===== config.mk =====
export PLATFORM = sky130hd
export DESIGN_NAME = pulse_train_gen
export DESIGN_NICKNAME = d
export VERILOG_FILES = /design/src/rtl/pulse_train_pkg.sv /design/src/rtl/pulse_train_ch.sv /design/src/rtl/pulse_train_gen.sv
export SDC_FILE = /design/constraint.sdc
export NUM_CORES = 1
export LEC_CHECK = 0
export CAP_MARGIN = 20
export CORE_MARGIN = 1
export CORE_UTILIZATION = 62
export CTS_CLUSTER_DIAMETER = 150
export DETAILED_ROUTE_END_ITERATION = 10
export PLACE_DENSITY = 0.88
export SYNTH_ARGS = -nofsm -noshare
export SYNTH_HDL_FRONTEND = slang
export SYNTH_SLANG_ARGS = --single-unit

===== constraint.sdc =====
create_clock -name clk -period 4.1 [get_ports clk]
set_input_delay 0.41 -clock clk [delete_from_list [all_inputs] [get_ports clk]]
set_output_delay 0.41 -clock clk [all_outputs]
set_load 0.005 [all_outputs]

===== src/rtl/pulse_train_pkg.sv =====
// pulse_train_pkg: shared state type, latched-config struct and width helpers
// for the pulse-train generator.
// Optional feature macro: PULSE_TRAIN_REPEAT_EN (adds the per-channel repeat bit).
package pulse_train_pkg;

  localparam int PT_CNT_W   = 16;
  localparam int PT_WIDTH_W = 16;
  // One extra bit so 2*cnt + 1 always fits.
  localparam int PT_FLIP_W  = PT_CNT_W + 1;

  typedef enum logic {
    IDLE = 1'b0,
    RUN  = 1'b1
  } pt_state_e;

  // Config captured on an accepted start; sized for the package widths.
  typedef struct packed {
    logic [PT_CNT_W-1:0]   cnt;
    logic [PT_WIDTH_W-1:0] hi;
    logic [PT_WIDTH_W-1:0] lo;
    logic                  spol;
    logic                  epol;
`ifdef PULSE_TRAIN_REPEAT_EN
    logic                  rpt;
`endif
  } pt_cfg_t;

  // Total number of output flips for one train.
  function automatic logic [PT_FLIP_W-1:0] flip_count(input pt_cfg_t c);
    return {c.cnt, 1'b0} + PT_FLIP_W'(c.spol ^ c.epol);
  endfunction

  // Phase down-counter load value; a width of 0 behaves like 1.
  function automatic logic [PT_WIDTH_W-1:0] hold_load(input logic [PT_WIDTH_W-1:0] w);
    return (w == '0) ? '0 : w - PT_WIDTH_W'(1);
  endfunction

endpackage


===== src/rtl/pulse_train_ch.sv =====
// pulse_train_ch: one pulse-train channel (FSM, phase down-counter, flip counter).
// Optional feature macro: PULSE_TRAIN_REPEAT_EN (cfg_repeat input, continuous trains).
//
// state | meaning
// IDLE  | output holds last level, waiting for start
// RUN   | train in progress, busy high, phase counter timing each level
module pulse_train_ch
  import pulse_train_pkg::*;
#(
  parameter int CntW   = PT_CNT_W,
  parameter int WidthW = PT_WIDTH_W
) (
  input  logic              clk,
  input  logic              reset,
  input  logic              start,
  input  logic              abort,
  input  logic [CntW-1:0]   cfg_cnt,
  input  logic [WidthW-1:0] cfg_hi,
  input  logic [WidthW-1:0] cfg_lo,
  input  logic              cfg_spol,
  input  logic              cfg_epol,
`ifdef PULSE_TRAIN_REPEAT_EN
  input  logic              cfg_repeat,
`endif
  output logic              pulse_o,
  output logic              busy,
  output logic              done
);

  pt_state_e             state_q, state_d;
  pt_cfg_t               cfg_q, cfg_d, new_cfg;
  logic [PT_FLIP_W-1:0]  rem_q, rem_d;      // flips still to take, current one excluded
  logic [PT_FLIP_W-1:0]  new_flips;
  logic [PT_WIDTH_W-1:0] phase_q, phase_d;  // cycles left in the current level, minus one
  logic                  pulse_q, pulse_d;
  logic                  done_q, done_d;
  logic                  repeat_eff;

`ifdef PULSE_TRAIN_REPEAT_EN
  assign repeat_eff = cfg_q.rpt && (cfg_q.spol == cfg_q.epol);
`else
  assign repeat_eff = 1'b0;
`endif

  // Next-state, counter and output decode.
  always_comb begin
    state_d      = state_q;
    cfg_d        = cfg_q;
    rem_d        = rem_q;
    phase_d      = phase_q;
    pulse_d      = pulse_q;
    done_d       = 1'b0;
    new_cfg      = '0;
    new_cfg.cnt  = PT_CNT_W'(cfg_cnt);
    new_cfg.hi   = PT_WIDTH_W'(cfg_hi);
    new_cfg.lo   = PT_WIDTH_W'(cfg_lo);
    new_cfg.spol = cfg_spol;
    new_cfg.epol = cfg_epol;
`ifdef PULSE_TRAIN_REPEAT_EN
    new_cfg.rpt  = cfg_repeat;
`endif
    new_flips    = flip_count(new_cfg);

    case (state_q)
      IDLE: begin
        if (start && !abort) begin
          cfg_d = new_cfg;
          if (new_flips == '0) begin
            pulse_d = new_cfg.spol;
            done_d  = 1'b1;
          end else if (new_flips == PT_FLIP_W'(1)) begin
            // Single flip is also the last one: no RUN phase.
            pulse_d = new_cfg.epol;
            done_d  = 1'b1;
          end else begin
            pulse_d = ~new_cfg.spol;
            rem_d   = new_flips - PT_FLIP_W'(1);
            phase_d = hold_load(new_cfg.hi);
            state_d = RUN;
          end
        end
      end
      RUN: begin
        if (abort) begin
          pulse_d = cfg_q.epol;
          rem_d   = '0;
          phase_d = '0;
          state_d = IDLE;
        end else if (phase_q != '0) begin
          phase_d = phase_q - PT_WIDTH_W'(1);
        end else if (rem_q == PT_FLIP_W'(1)) begin
          pulse_d = cfg_q.epol;
          done_d  = 1'b1;
          if (repeat_eff) begin
            // Hold the end level for lo cycles, then the next flip is flip 1 again.
            rem_d   = flip_count(cfg_q);
            phase_d = hold_load(cfg_q.lo);
          end else begin
            rem_d   = '0;
            phase_d = '0;
            state_d = IDLE;
          end
        end else begin
          rem_d   = rem_q - PT_FLIP_W'(1);
          pulse_d = ~pulse_q;
          // Leaving the idle level means entering the active phase.
          phase_d = (pulse_q == cfg_q.spol) ? hold_load(cfg_q.hi) : hold_load(cfg_q.lo);
        end
      end
      default: state_d = IDLE;
    endcase
  end

  // State and datapath registers with synchronous reset.
  always_ff @(posedge clk) begin
    if (reset) begin
      state_q <= IDLE;
      cfg_q   <= '0;
      rem_q   <= '0;
      phase_q <= '0;
      pulse_q <= 1'b0;
      done_q  <= 1'b0;
    end else begin
      state_q <= state_d;
      cfg_q   <= cfg_d;
      rem_q   <= rem_d;
      phase_q <= phase_d;
      pulse_q <= pulse_d;
      done_q  <= done_d;
    end
  end

  assign pulse_o = pulse_q;
  assign busy    = (state_q == RUN);
  assign done    = done_q;

endmodule


===== src/rtl/pulse_train_gen.sv =====
// pulse_train_gen: NumCh independent pulse-train channels side by side.
// Optional feature macro: PULSE_TRAIN_REPEAT_EN (adds cfg_repeat per channel).
module pulse_train_gen
  import pulse_train_pkg::*;
#(
  parameter int NumCh  = 4,
  parameter int CntW   = PT_CNT_W,
  parameter int WidthW = PT_WIDTH_W
) (
  input  logic                         clk,
  input  logic                         reset,
  input  logic [NumCh-1:0]             start,
  input  logic [NumCh-1:0]             abort,
  input  logic [NumCh-1:0][CntW-1:0]   cfg_cnt,
  input  logic [NumCh-1:0][WidthW-1:0] cfg_hi,
  input  logic [NumCh-1:0][WidthW-1:0] cfg_lo,
  input  logic [NumCh-1:0]             cfg_spol,
  input  logic [NumCh-1:0]             cfg_epol,
`ifdef PULSE_TRAIN_REPEAT_EN
  input  logic [NumCh-1:0]             cfg_repeat,
`endif
  output logic [NumCh-1:0]             pulse_o,
  output logic [NumCh-1:0]             busy,
  output logic [NumCh-1:0]             done
);

  for (genvar i = 0; i < NumCh; i++) begin : g_ch
    pulse_train_ch #(
      .CntW  (CntW),
      .WidthW(WidthW)
    ) u_ch (
      .clk       (clk),
      .reset     (reset),
      .start     (start[i]),
      .abort     (abort[i]),
      .cfg_cnt   (cfg_cnt[i]),
      .cfg_hi    (cfg_hi[i]),
      .cfg_lo    (cfg_lo[i]),
      .cfg_spol  (cfg_spol[i]),
      .cfg_epol  (cfg_epol[i]),
`ifdef PULSE_TRAIN_REPEAT_EN
      .cfg_repeat(cfg_repeat[i]),
`endif
      .pulse_o   (pulse_o[i]),
      .busy      (busy[i]),
      .done      (done[i])
    );
  end

endmodule

## Word-level counts from Yosys, hierarchy flattened

Cells that the tools add are included.

| operators by class | value |
|---|---|
| add/subtract/negate cells | 28 |
| eq/ne operators | 28 |
| muxes and demuxes | 156 |
| bitwise operators | 16 |
| reduce and logical (&&, ||, !) cells | 44 |

Operators by type and width:

| cell | number |
|---|---|
| $mux W16 | 40 |
| $mux W17 | 24 |
| $sub A16 B1 Y16 const B | 16 |
| $logic_not A16 Y1 | 12 |
| $eq A17 B1 Y1 const B | 8 |
| $pmux W17 S2 | 4 |
| $sub A17 B1 Y17 const B | 8 |
| $pmux W16 S2 | 4 |
| $mux W1 | 72 |
| $add A17 B17 Y17 | 4 |
| $logic_not A17 Y1 | 4 |
| $reduce_bool A16 Y1 | 4 |
| $pmux W1 S2 | 12 |
| $ne A2 B2 Y1 const B | 8 |
| $reduce_and A2 Y1 | 8 |
| $reduce_and A4 Y1 | 4 |
| $ne A3 B3 Y1 const B | 4 |
| $not A1 Y1 | 12 |
| $reduce_and A3 Y1 | 4 |
| $ne A2 B1 Y1 const B | 4 |
| $eq A1 B1 Y1 | 4 |
| $logic_and A1 B1 Y1 | 4 |
| $logic_not A1 Y1 | 4 |
| $xor A1 B1 Y1 | 4 |

| storage, ports and cells | value |
|---|---|
| bits in registers | 280 |
| bits of input ports | 210 |
| output and inout port bits | 12 |
| word-level logic and storage cells | 308 |

## Depth between registers and ports, before layout

Gate-level depths: netlist of run 1.

| depth | value |
|---|---|
| depth after elaboration | 7 |
| gate-level depth with buffers | 11 |
| depth with buffers taken out | 9 |

## Modules after synthesis

Synthesis of run 1 repeated with hierarchy kept, for this count alone.

| unflattened totals | value |
|---|---|
| cells, all modules | 2802 |
| area, all modules | 20274.4 µm² |

By module, submodules not included:

| module | times used | cells an instance | area each (µm²) | sequential area each (µm²) |
|---|---|---|---|---|
| pulse_train_ch (g_ch[0].u_ch ...) | 2 | 698 | 5112.4 | 1401.3 |
| pulse_train_ch (g_ch[2].u_ch ...) | 2 | 703 | 5024.8 | 1401.3 |

## Least setup slack after synthesis of run 1

OpenSTA, ideal clock, no wires.

| timing path | value |
|---|---|
| path kind | in2reg |
| start | input cfg_epol[0] |
| end | register g_ch[0].u_ch.phase_q[0] |
| setup time | 70 ps |
| arrival | 2450 ps |
| required time | 4030 ps |
| slack | 1580 ps |
| cell stages on the path | 9 |
| path buffers | 1 |
| path through | xor2_1 > inv_1 > ha_1 > or2_2 > a31o_2 > a31oi_1 > clkbuf_1 > a22oi_1 > a21oi_1 |

| on the way | value |
|---|---|
| longest elaborated chain between the ends | 5 |
| elaborated cells on any way between the ends | 7 |
| classes of those cells | 1 x add/sub; 3 x eq/ne; 1 x bitwise; 2 x reduce/logical |

RTL lines:

| what | RTL line | text |
|---|---|---|
| start: declaration | pulse_train_gen.sv:18 | `input logic [NumCh-1:0] cfg_epol,` |
| $xor A1 B1 Y1 * | pulse_train_pkg.sv:30 | `return {c.cnt, 1'b0} + PT_FLIP_W'(c.spol ^ c.epol);` |
| $add A17 B17 Y17 * | pulse_train_pkg.sv:30 |  |
| $eq A17 B1 Y1 or $logic_not A17 Y1 (tied branches) | pulse_train_ch.sv:71, pulse_train_ch.sv:68 |  |
| $ne A2 B2 Y1 (no source line) | n/a |  |
| $reduce_and A3 Y1 (no source line) * | n/a |  |
| end signal: assignment | pulse_train_ch.sv:127 | `phase_q <= phase_d;` |
| end: declaration | pulse_train_ch.sv:34 | `logic [PT_WIDTH_W-1:0] phase_q, phase_d;` |

Every way passes the cells marked *; elsewhere a longest branch is shown, timed or not.
A chain may end at the register's enable or synchronous reset.

## Final worst setup path of run 1

| timing path | value |
|---|---|
| start | input cfg_spol[3] |
| end | register g_ch[3].u_ch.rem_q[3] |

| on the way | value |
|---|---|
| longest elaborated chain between the ends | 7 |
| elaborated cells on any way between the ends | 12 |
| classes of those cells | 2 x add/sub; 3 x eq/ne; 4 x mux; 1 x bitwise; 2 x reduce/logical |

RTL lines:

| what | RTL line | text |
|---|---|---|
| start: declaration | pulse_train_gen.sv:17 | `input logic [NumCh-1:0] cfg_spol,` |
| $xor A1 B1 Y1 * | pulse_train_pkg.sv:30 |  |
| $add A17 B17 Y17 * | pulse_train_pkg.sv:30 |  |
| $sub A17 B1 Y17 | pulse_train_ch.sv:77 | `rem_d = new_flips - PT_FLIP_W'(1);` |
| $mux W17 | pulse_train_ch.sv:71 | `end else if (new_flips == PT_FLIP_W'(1)) begin` |
| $mux W17 | pulse_train_ch.sv:68 | `if (new_flips == '0) begin` |
| $mux W17 | pulse_train_ch.sv:66 | `if (start && !abort) begin` |
| $pmux W17 S2 | pulse_train_ch.sv:64 | `case (state_q)` |
| end signal: assignment | pulse_train_ch.sv:126 | `rem_q <= rem_d;` |
| end: declaration | pulse_train_ch.sv:32 | `logic [PT_FLIP_W-1:0] rem_q, rem_d;` |

Every way passes the cells marked *; elsewhere a longest branch is shown, timed or not. The select of a mux whose other input is x is not followed.

==> results of run 1 <==
-- cell families after synthesis --
group / after synthesis / synth area share
AND/OR/NAND/NOR: 1202 / 0.297
AO/OA/AOI/OAI: 789 / 0.248
flip-flops: 280 / 0.285
buffers and inverters: 234 / 0.0479
XOR/XNOR: 178 / 0.0793
adder cells (fa/ha/maj): 40 / 0.0255
multiplexers: 32 / 0.0167
-- placed cells by master (no fill, tap or decap), types with 24 or more instances in the layout --
cell	instances
a21oi_1	299
a31oi_1	42
buf_4	44
clkbuf_16	31
clkdlybuf4s50_1	220
dfxtp_1	280
ha_1	40
inv_1	81
mux2i_1	25
nand2_1	404
nand3_1	67
nand4_1	34
nor2_1	253
nor3_1	121
nor4_1	95
o21ai_0	149
o22ai_1	64
o31ai_1	24
or3_1	39
or4_1	37
xnor2_1	98
xor2_1	80
-- final cells by class --
cell class / count / area (sq um) / share of cell area
clock buffer: 42 / 837 / 0.0361
clock inverter: 16 / 216 / 0.00933
inverter: 82 / 308 / 0.0133
tap: 396 / 495 / 0.0214
timing repair buffer: 268 / 2600 / 0.112
multi-input combinational: 2241 / 13100 / 0.566
sequential: 280 / 5610 / 0.242
-- cell usage after synthesis, types with 37 or more instances --
master / number
nor4_1: 95
inv_1: 81
ha_1: 40
dfxtp_1: 280
xor2_1: 80
clkbuf_1: 128
a31oi_1: 42
nand2_1: 404
nand3_1: 67
nor3_1: 121
or4_1: 37
o21ai_0: 151
nor2_1: 256
a21oi_1: 299
xnor2_1: 98
o22ai_1: 64
or3_1: 39
-- metrics by stage --
step | util | hold slack [ns]
after floorplan | - | 0.433
after global placement | 0.716 | 0.442
after detailed placement | 0.716 | 0.450
after CTS | 0.750 | 0.342
after global routing | 0.750 | 0.374
final | 0.750 | 0.363
-- state kept, by name, summed over array words and instances (netlist names) --
signal	flops
g_ch.u_ch.cfg_q	136
g_ch.u_ch.rem_q	68
g_ch.u_ch.phase_q	64
g_ch.u_ch.busy	4
g_ch.u_ch.done	4
g_ch.u_ch.pulse_o	4
-- power breakdown --
group	total [mW]	switching (mW)	leakage, nW	internal (mW)
clock network	2.94	1.20	0.510	1.74
registers	3.17	0.248	2.29	2.92
logic	2.78	1.65	5.58	1.13
total	8.89	3.09	8.38	5.79
-- per-layer routing --
metal | up-vias | track usage | routed length (microns)
li1 | 10389 | - | -
met1 | 10126 | 0.467 | 24800
met2 | 1178 | 0.612 | 28500
met3 | 217 | 0.0513 | 5040
met4 | 2 | 0.143 | 2480
met5 | - | 0 | 13
-- worst min-delay path by stage --
stage / to / slack, ns / cells past startpoint
6_report: g_ch[2].u_ch.cfg_q[17] / 0.36 / 3
5_1_grt: g_ch[2].u_ch.cfg_q[14] / 0.37 / 3
4_1_cts: g_ch[2].u_ch.cfg_q[7] / 0.34 / 3
3_5_place_dp: g_ch[3].u_ch.cfg_q[0] / 0.45 / 2
3_3_place_gp: g_ch[3].u_ch.cfg_q[0] / 0.44 / 2
2_1_floorplan: g_ch[0].u_ch.cfg_q[0] / 0.43 / 2
-- critical path, cell delays in order --
cell and delay (ns):
clkdlybuf4s50_1 0.51, xnor2_1 0.52, inv_1 0.17, ha_1 0.26, nor2_1 0.16, nor2_1 0.07, a21oi_1 0.48, nand2_1 0.50
o21ai_0 0.31, a21oi_1 0.10
==> impl_metrics.toml, run 1 <==
[setup_path]
cp_max_fo = 18
timing.reg2reg.setup_slack_ns = 1.06
kind_of_end_point_of_the_critical_path = "flop"
crit-reg2reg-launch = "g_ch[0].u_ch.phase_q[0]"
worst_ep_required_time_ns = 4.52
timing.rr.end = "g_ch[0].u_ch.rem_q[16]"
critical_setup_path_class = "in2reg"
critical_path_arrival_ns = 3.50
rr_worst_depth = 8
startpoint_type = "primary input"
crit_end = "g_ch[3].u_ch.rem_q[3]"
critPathLaunch = "cfg_spol[3]"

[grt]
groute.usage.overall = 0.362
grt_pass1_vias = 20328
grt_start_max_net_pins = 159
number_of_antenna_violations_at_the_first_check_in_global_routing = 1
grt_first_pass_wirelength_microns = 99700
grt-ovfl-total = 0

[clocking]
cts.repair_timing.setup_buffer_count = 0
cts_root_buf = "clkbuf_16"
tritoncts = "done"
cts-root-to-sink-buffers = 3
path_clk_slew_ns = 0.06
cts-buffers-inserted = 31
worst_skew_pair.late_latency_ns = 0.59
cts_max_level = 1
postCtsResizedCells = 0
cts.sinks = 280
holdBufCountCts = 0

[floorplan]
die_h_microns = 180
io-pin-count = 222
num_rows = 64
chipWidth_microns = 180
die_area_sq_um = 32400
design.core.area_sq_um = 30900
start_util = 0.636

[final_layout]
final_cells = 3325
final_area_sq_um = 23200
drive_above_1_share = 0.0512
design.final.nets = 3154
flow.area_growth_from_synthesis_pct = 18.0
num_antenna_cells = 0
layout.filler_cells = 2370

[hold_path]
hold_path_class = "in2reg"
holdCritStartpoint = "cfg_lo[47]"

[sta]
relSlewSlack = 0.290
hold_viol = 0
finalSetupViolCount = 0
drv_slew = 0
setup_ws_ns = 1.03
worstMarginPinSlew_ns = 1.06
rsz0062_at_grt = "no"
timing.clock.skew_ns = 0.0245
max_freq_mhz = 326
final.setup.tns_ns = 0
period_minus_slack_ns = 3.07
layout_worst_path_cycle_share = 0.749

[logic_synthesis]
synth_top_cell_by_area = "dfxtp_1"
syn-num-nets = 3005
synth.lib_cells_used.distinct = 86
postSynthRegisterBits = 280
yosys_warnings = 0
synth_top_area_share = 0.285
part_of_the_yosys_area_used_for_sequential_elements = 0.285
ys_async_sr_fraction = 0
post_synth.cell_area_avg_sq_um = 7.14
post_synth_main_area_contributors = "dfxtp_1, nand2_1, a21oi_1"
number_of_enable_type_register_cells_in_the_synthesized_netlist = 0
syn_area_sq_um = 19700
synth_ff_type = "dfxtp_1"
netlist_instances = 2755

[detailed_routing]
detailroute.via_count = 21912
antenna_viol_nets_final = 0
wl_per_cell_microns = 18.3
wl_microns = 60800
initial_drt_pass_iterations = 6
route.detailed.vias_per_inst = 6.59
drt_drc_violations_left = 0
drtIter0Drc = 2741

[pwr]
power_density_nw_per_um2 = 383
vdd.ir_drop.worst_v = 0.000381
power.total_mw = 8.89
power.leakage_nw = 8.38

[placed_design]
dpl_cells = 3267
place.port_buffers = 221
detailedPlace.worstSlack_ns = 0.519
place_congestion = 0.971
post-dp-hpwl_microns = 43900
detailed_place.area_sq_um = 22100

[run_status]
outcome = "finished, final reports clean"

[flow_run]
max_cap_violations = 0
(Power assumes the default switching activity.)
==> run 2: changes to the inputs <==
- CORE_UTILIZATION: 62 -> 58
- PLACE_DENSITY: 0.88 -> 0.83
- clock period: 4.1 -> 3 ns (I/O delays scaled with it)
==> run 2 against run 1 <==
Wire length increased by 0.50%; non-clock buffer count grew 59; worst setup slack lost 0.75 ns; sequential power grew 36%; critical endpoint is now g_ch[3].u_ch.phase_q[5]; clock power up 41%; register-to-register slack worse by 0.78 ns; die area is 6.8% higher; via count increased by 0.26%; highest routed layer is now met4; global-route usage fell by 2.3 points; clock skew shrank 0.016 ns; core utilization is 4.1 points lower.
==> impl_metrics.toml, run 2 (same netlist as run 1, synthesis figures left out) <==
[setup_path]
timing.reg2reg.setup_slack_ns = 0.28
rr_worst_depth = 7
cp_max_fo = 11
critical_path_arrival_ns = 3.15
crit_slowest_cell = "or4_4"
startpoint_type = "flop"
crit_chain = "or4_4 > or4_4 > o21ai_0 > buf_12 > a21oi_1 > a2111oi_0 > nor3_1"
kind_of_end_point_of_the_critical_path = "flop"
timing.critical_path.mode_cell = "or4_4"
timing.rr.end = "g_ch[3].u_ch.phase_q[5]"
slowest_delay_ns = 0.58
critical_setup_path_class = "reg2reg"
worst_ep_required_time_ns = 3.43
crit-reg2reg-launch = "g_ch[3].u_ch.phase_q[6]"

[sta]
layout_worst_path_cycle_share = 0.907
final.setup.tns_ns = 0
hold_viol = 0
period_minus_slack_ns = 2.72
finalSetupViolCount = 0
drv_slew = 0
timing.clock.skew_ns = 0.00881
rsz0062_at_grt = "no"
max_freq_mhz = 368
worstMarginPinSlew_ns = 1.07
relSlewSlack = 0.283

[clocking]
cts.repair_timing.setup_buffer_count = 0
tritoncts = "done"
cts.sinks = 280
cts-buffers-inserted = 31
worst_skew_pair.late_latency_ns = 0.58
path_clk_slew_ns = 0.06
cts-root-to-sink-buffers = 3
cts_root_buf = "clkbuf_16"
cts_max_level = 1

[final_layout]
design.final.nets = 3213
drive_above_1_share = 0.0703
final_cells = 3437
reg_top3 = "g_ch.u_ch.cfg_q (136), g_ch.u_ch.rem_q (68), g_ch.u_ch.phase_q (64)"
flow.area_growth_from_synthesis_pct = 20.7
regMostFlops = "g_ch.u_ch.cfg_q"
multi_input_area_sq_um = 13100
layout.cells.most_common_list = "nand2_1, a21oi_1, dfxtp_1"
layout_commonest_cell = "nand2_1"
largest_reg_flops = 136
layout.area.seq_sq_um = 5610
final_area_sq_um = 23700
layout.core_utilization = 0.709
layout.filler_cells = 2697

[flow_run]
max_cap_violations = 0

[grt]
number_of_antenna_violations_at_the_first_check_in_global_routing = 2
grt_pass1_vias = 19835
grt_start_max_net_pins = 79
grt-ovfl-total = 0
grt_first_pass_wirelength_microns = 97300
groute.usage.overall = 0.340

[floorplan]
start_util = 0.588
num_rows = 67
die_area_sq_um = 34600
die_h_microns = 186
io-pin-count = 222
chipWidth_microns = 186
design.core.area_sq_um = 33400

[pwr]
power.leakage_nw = 8.67
vdd.ir_drop.worst_v = 0.000499
power.total_mw = 12.4
power_density_nw_per_um2 = 522

[placed_design]
post-dp-hpwl_microns = 44700
place_congestion = 0.980
detailed_place.area_sq_um = 22600
dpl_cells = 3378
place.port_buffers = 221

[detailed_routing]
detailroute.via_count = 21968
route.detailed.vias_per_inst = 6.39
wl_microns = 61100
antenna_viol_nets_final = 0
wl_per_cell_microns = 17.8
drt_drc_violations_left = 0
drtIter0Drc = 2107
initial_drt_pass_iterations = 6

[hold_path]
hold-path-endpoint = "g_ch[0].u_ch.cfg_q[11]"
hold_path_depth = 2
hold_path_class = "in2reg"
holdCritStartpoint = "reset"

[run_status]
outcome = "finished, final reports clean"
run 2: cell types whose count changed in the layout (fill, tap and decap cells not counted), moves of 2 or more:
cell,change
diode_2,+2
clkinv_2,-2
buf_4,+61
clkbuf_8,+2
run 2: metal layers:
| metal | wire length (microns) | global-route usage | up-vias | part of all wire |
|---|---|---|---|---|
| met5 | 0 | 0 | - | 0 |
| met2 | 28800 | 0.574 | 1040 | 0.47 |
| met3 | 4830 | 0.0458 | 164 | 0.079 |
| li1 | - | - | 10519 | - |
| met1 | 25400 | 0.439 | 10245 | 0.42 |
| met4 | 2030 | 0.128 | 0 | 0.033 |
run 2: power breakdown:
part	internal [mW]	total (mW)	switching, mW
registers	3.99	4.32	0.334
logic	1.64	3.93	2.29
clock network	2.51	4.14	1.63
run 2: cell type report:
type / count / share of cell area
clock buffer: 43 / 0.0363
antenna: 2 / 0.000211
inverter: 82 / 0.0130
sequential: 280 / 0.236
timing repair buffer: 327 / 0.127
tap: 448 / 0.0236
clock inverter: 14 / 0.00960
multi-input combinational: 2241 / 0.554
run 2: timing repair:
item                                    CTS  global route
endpoints found under the setup margin    0             1
hold buffers                              0             0
resized for setup                         0             1
hold endpoints to repair                  0             0
run 2: how the worst max path moves through the flow:
stage                                       start  slack (ns)                        to  cells past startpoint
after floorplan            g_ch[0].u_ch.cfg_q[18]        0.50  g_ch[0].u_ch.phase_q[12]                      9
after global placement                cfg_epol[2]       -0.02     g_ch[2].u_ch.rem_q[6]                     10
after detailed placement              cfg_epol[2]       -0.11     g_ch[2].u_ch.rem_q[6]                     10
after CTS                 g_ch[3].u_ch.phase_q[6]        0.19    g_ch[3].u_ch.rem_q[10]                      6
after global routing      g_ch[2].u_ch.phase_q[0]        0.14     g_ch[2].u_ch.rem_q[7]                      8
final                     g_ch[3].u_ch.phase_q[6]        0.28   g_ch[3].u_ch.phase_q[5]                      7
run 2: stage by stage:
step	hold WS (ns)	setup WS, ns
2_1_floorplan	0.433	0.496
3_3_place_gp	0.442	-0.0159
3_5_place_dp	0.450	-0.109
4_1_cts	0.153	0.186
5_1_grt	0.195	0.138
6_report	0.165	0.279
run 2: worst max-delay path: cells and delay by family (launching register included):
kind                   cells  cell delay [ns]
AND/OR/NAND/NOR            3             1.14
AO/OA/AOI/OAI              3             0.86
buffers and inverters      1             0.20
flip-flops                 1             0.36
==> run 3: changes to the inputs <==
- CORE_UTILIZATION: 58 -> 40
- MAX_ROUTING_LAYER: default -> met4
- PLACE_DENSITY: 0.83 -> 0.61
- clock period: 3 -> 2.77 ns (I/O delays scaled with it)
==> run 3 against run 2 <==
Largest cell class unchanged; sequential power rose by 8.1%; cell count rose by 9.1%; worst setup slack got worse by 0.077 ns; combinational power rose by 15%; via count fell by 0.14%; first-iteration DRC count fell by 15%; highest routed layer unchanged; sequential share of layout area fell by 1.1 points; global-route usage fell by 6.8 points; flip-flop and latch count did not move.
==> impl_metrics.toml, run 3 (same netlist as run 1, synthesis figures left out) <==
[setup_path]
worst_ep_required_time_ns = 3.21
critical_setup_path_class = "reg2reg"
kind_of_end_point_of_the_critical_path = "flop"
critical_path_arrival_ns = 3.01
startpoint_type = "flop"
cp_max_fo = 15

[pwr]
power.total_mw = 14.0
vdd.ir_drop.worst_v = 0.000392
power.leakage_nw = 9.26
power_density_nw_per_um2 = 563

[run_status]
outcome = "finished, final reports clean"

[final_layout]
final_cells = 3751
reg_top3 = "g_ch.u_ch.cfg_q (136), g_ch.u_ch.rem_q (68), g_ch.u_ch.phase_q (64)"
layout.cells.most_common_list = "nand2_1, a21oi_1, dfxtp_1"
regMostFlops = "g_ch.u_ch.cfg_q"
flow.area_growth_from_synthesis_pct = 26.7
layout_commonest_cell = "nand2_1"
num_antenna_cells = 0
design.final.nets = 3320
layout.core_utilization = 0.517
drive_above_1_share = 0.104
largest_reg_flops = 136

[placed_design]
dpl_cells = 3687
place.port_buffers = 221
post-dp-hpwl_microns = 50600
place_congestion = 0.957

[grt]
grt_first_pass_wirelength_microns = 108000
grt_pass1_vias = 20603
gr-max-usage-layer = "met2"
number_of_antenna_violations_at_the_first_check_in_global_routing = 0
grt-ovfl-total = 0
grt_util_met1 = 0.345
groute.usage.overall = 0.272
gr-usage-met2 = 0.445
groute.layer.met3.usage = 0.0298
grt_start_max_net_pins = 99

[floorplan]
num_rows = 80
start_util = 0.408
design.core.area_sq_um = 48100
die_area_sq_um = 50000
chipWidth_microns = 224
die_h_microns = 224
io-pin-count = 222

[clocking]
holdBufCountCts = 0
cts-buffers-inserted = 37
cts-root-to-sink-buffers = 3
cts.repair_timing.setup_buffer_count = 0
cts.sinks = 280
worst_skew_pair.late_latency_ns = 0.55
cts_max_level = 2
tritoncts = "done"
path_clk_slew_ns = 0.06
cts_root_buf = "clkbuf_16"

[sta]
rsz0062_at_grt = "no"
worstMarginPinSlew_ns = 0.719
finalSetupViolCount = 0
max_freq_mhz = 390
final.setup.tns_ns = 0
worst_hold_slack_across_all_endpoints_ns = 0.217
hold_viol = 0
layout_worst_path_cycle_share = 0.927
timing.clock.skew_ns = 0.0132
period_minus_slack_ns = 2.57
relSlewSlack = 0.517
drv_slew = 0

[detailed_routing]
initial_drt_pass_iterations = 6
antenna_viol_nets_final = 0
route.detailed.vias_per_inst = 5.85
drtIter0Drc = 1798
drt_drc_violations_left = 0
wl_per_cell_microns = 18.1
wl_microns = 68000
detailroute.via_count = 21938

[hold_path]
hold_path_class = "in2reg"

[flow_run]
max_cap_violations = 0
[run 3: changes by cell type in the layout (fill, tap and decap cells not counted), sizes merged]
cell,before,now
buf,106,207
inv,81,82
clkbuf,44,59
bufinv,6,0
diode,2,0
clkinvlp,3,0
[run 3: per-layer routing]
metal,up-vias,routed length [microns]
met5,-,0
met4,0,2230
met3,138,3640
met2,721,32000
met1,10355,30100
li1,10724,-
[run 3: per-stage QoR]
stage                     setup WS [ns]  cell area (sq um)
after floorplan                   0.266              19700
after global placement           -0.176              23700
after detailed placement         -0.205              23700
after CTS                        0.0200              24900
after global routing             0.0446              24900
final                             0.203              24900
[run 3: worst max-delay path: stages (launching register included)]
cell and delay (ns):
dfxtp_1 0.36, or4_1 0.62, nand4b_1 0.29, or2_2 0.37
nor2_1 0.13, buf_4 0.22, o21ai_0 0.16, a221oi_1 0.32
[run 3: layout make-up]
cell class,count,area (sq um)
clock buffer,58,1180
fill,4746,23200
inverter,82,308
timing repair buffer,428,3810
multi-input combinational,2241,13200
clock inverter,6,33.8
tap,656,821
sequential,280,5610
[run 3: path summary, 6_finish.rpt]
kind	cells past startpoint	from	slack [ns]	end
setup / recovery	7	g_ch[1].u_ch.phase_q[8]	0.20	g_ch[1].u_ch.phase_q[3]
hold / removal	2	reset	0.22	g_ch[3].u_ch.done
setup reg to reg	7	g_ch[1].u_ch.phase_q[8]	0.20	g_ch[1].u_ch.phase_q[3]
hold reg to reg	2	g_ch[2].u_ch.cfg_q[0]	0.46	g_ch[2].u_ch.cfg_q[0]
[run 3: repair_timing]
item	in CTS	in global routing
resized for setup	1	5
pin swaps	0	1
setup endpoints to repair	2	2
[run 3: power by group]
group	switching, mW	leakage [nW]	internal (mW)
sequential	0.346	2.29	4.32
combinational	2.59	6.37	1.93
clock	1.94	0.605	2.90
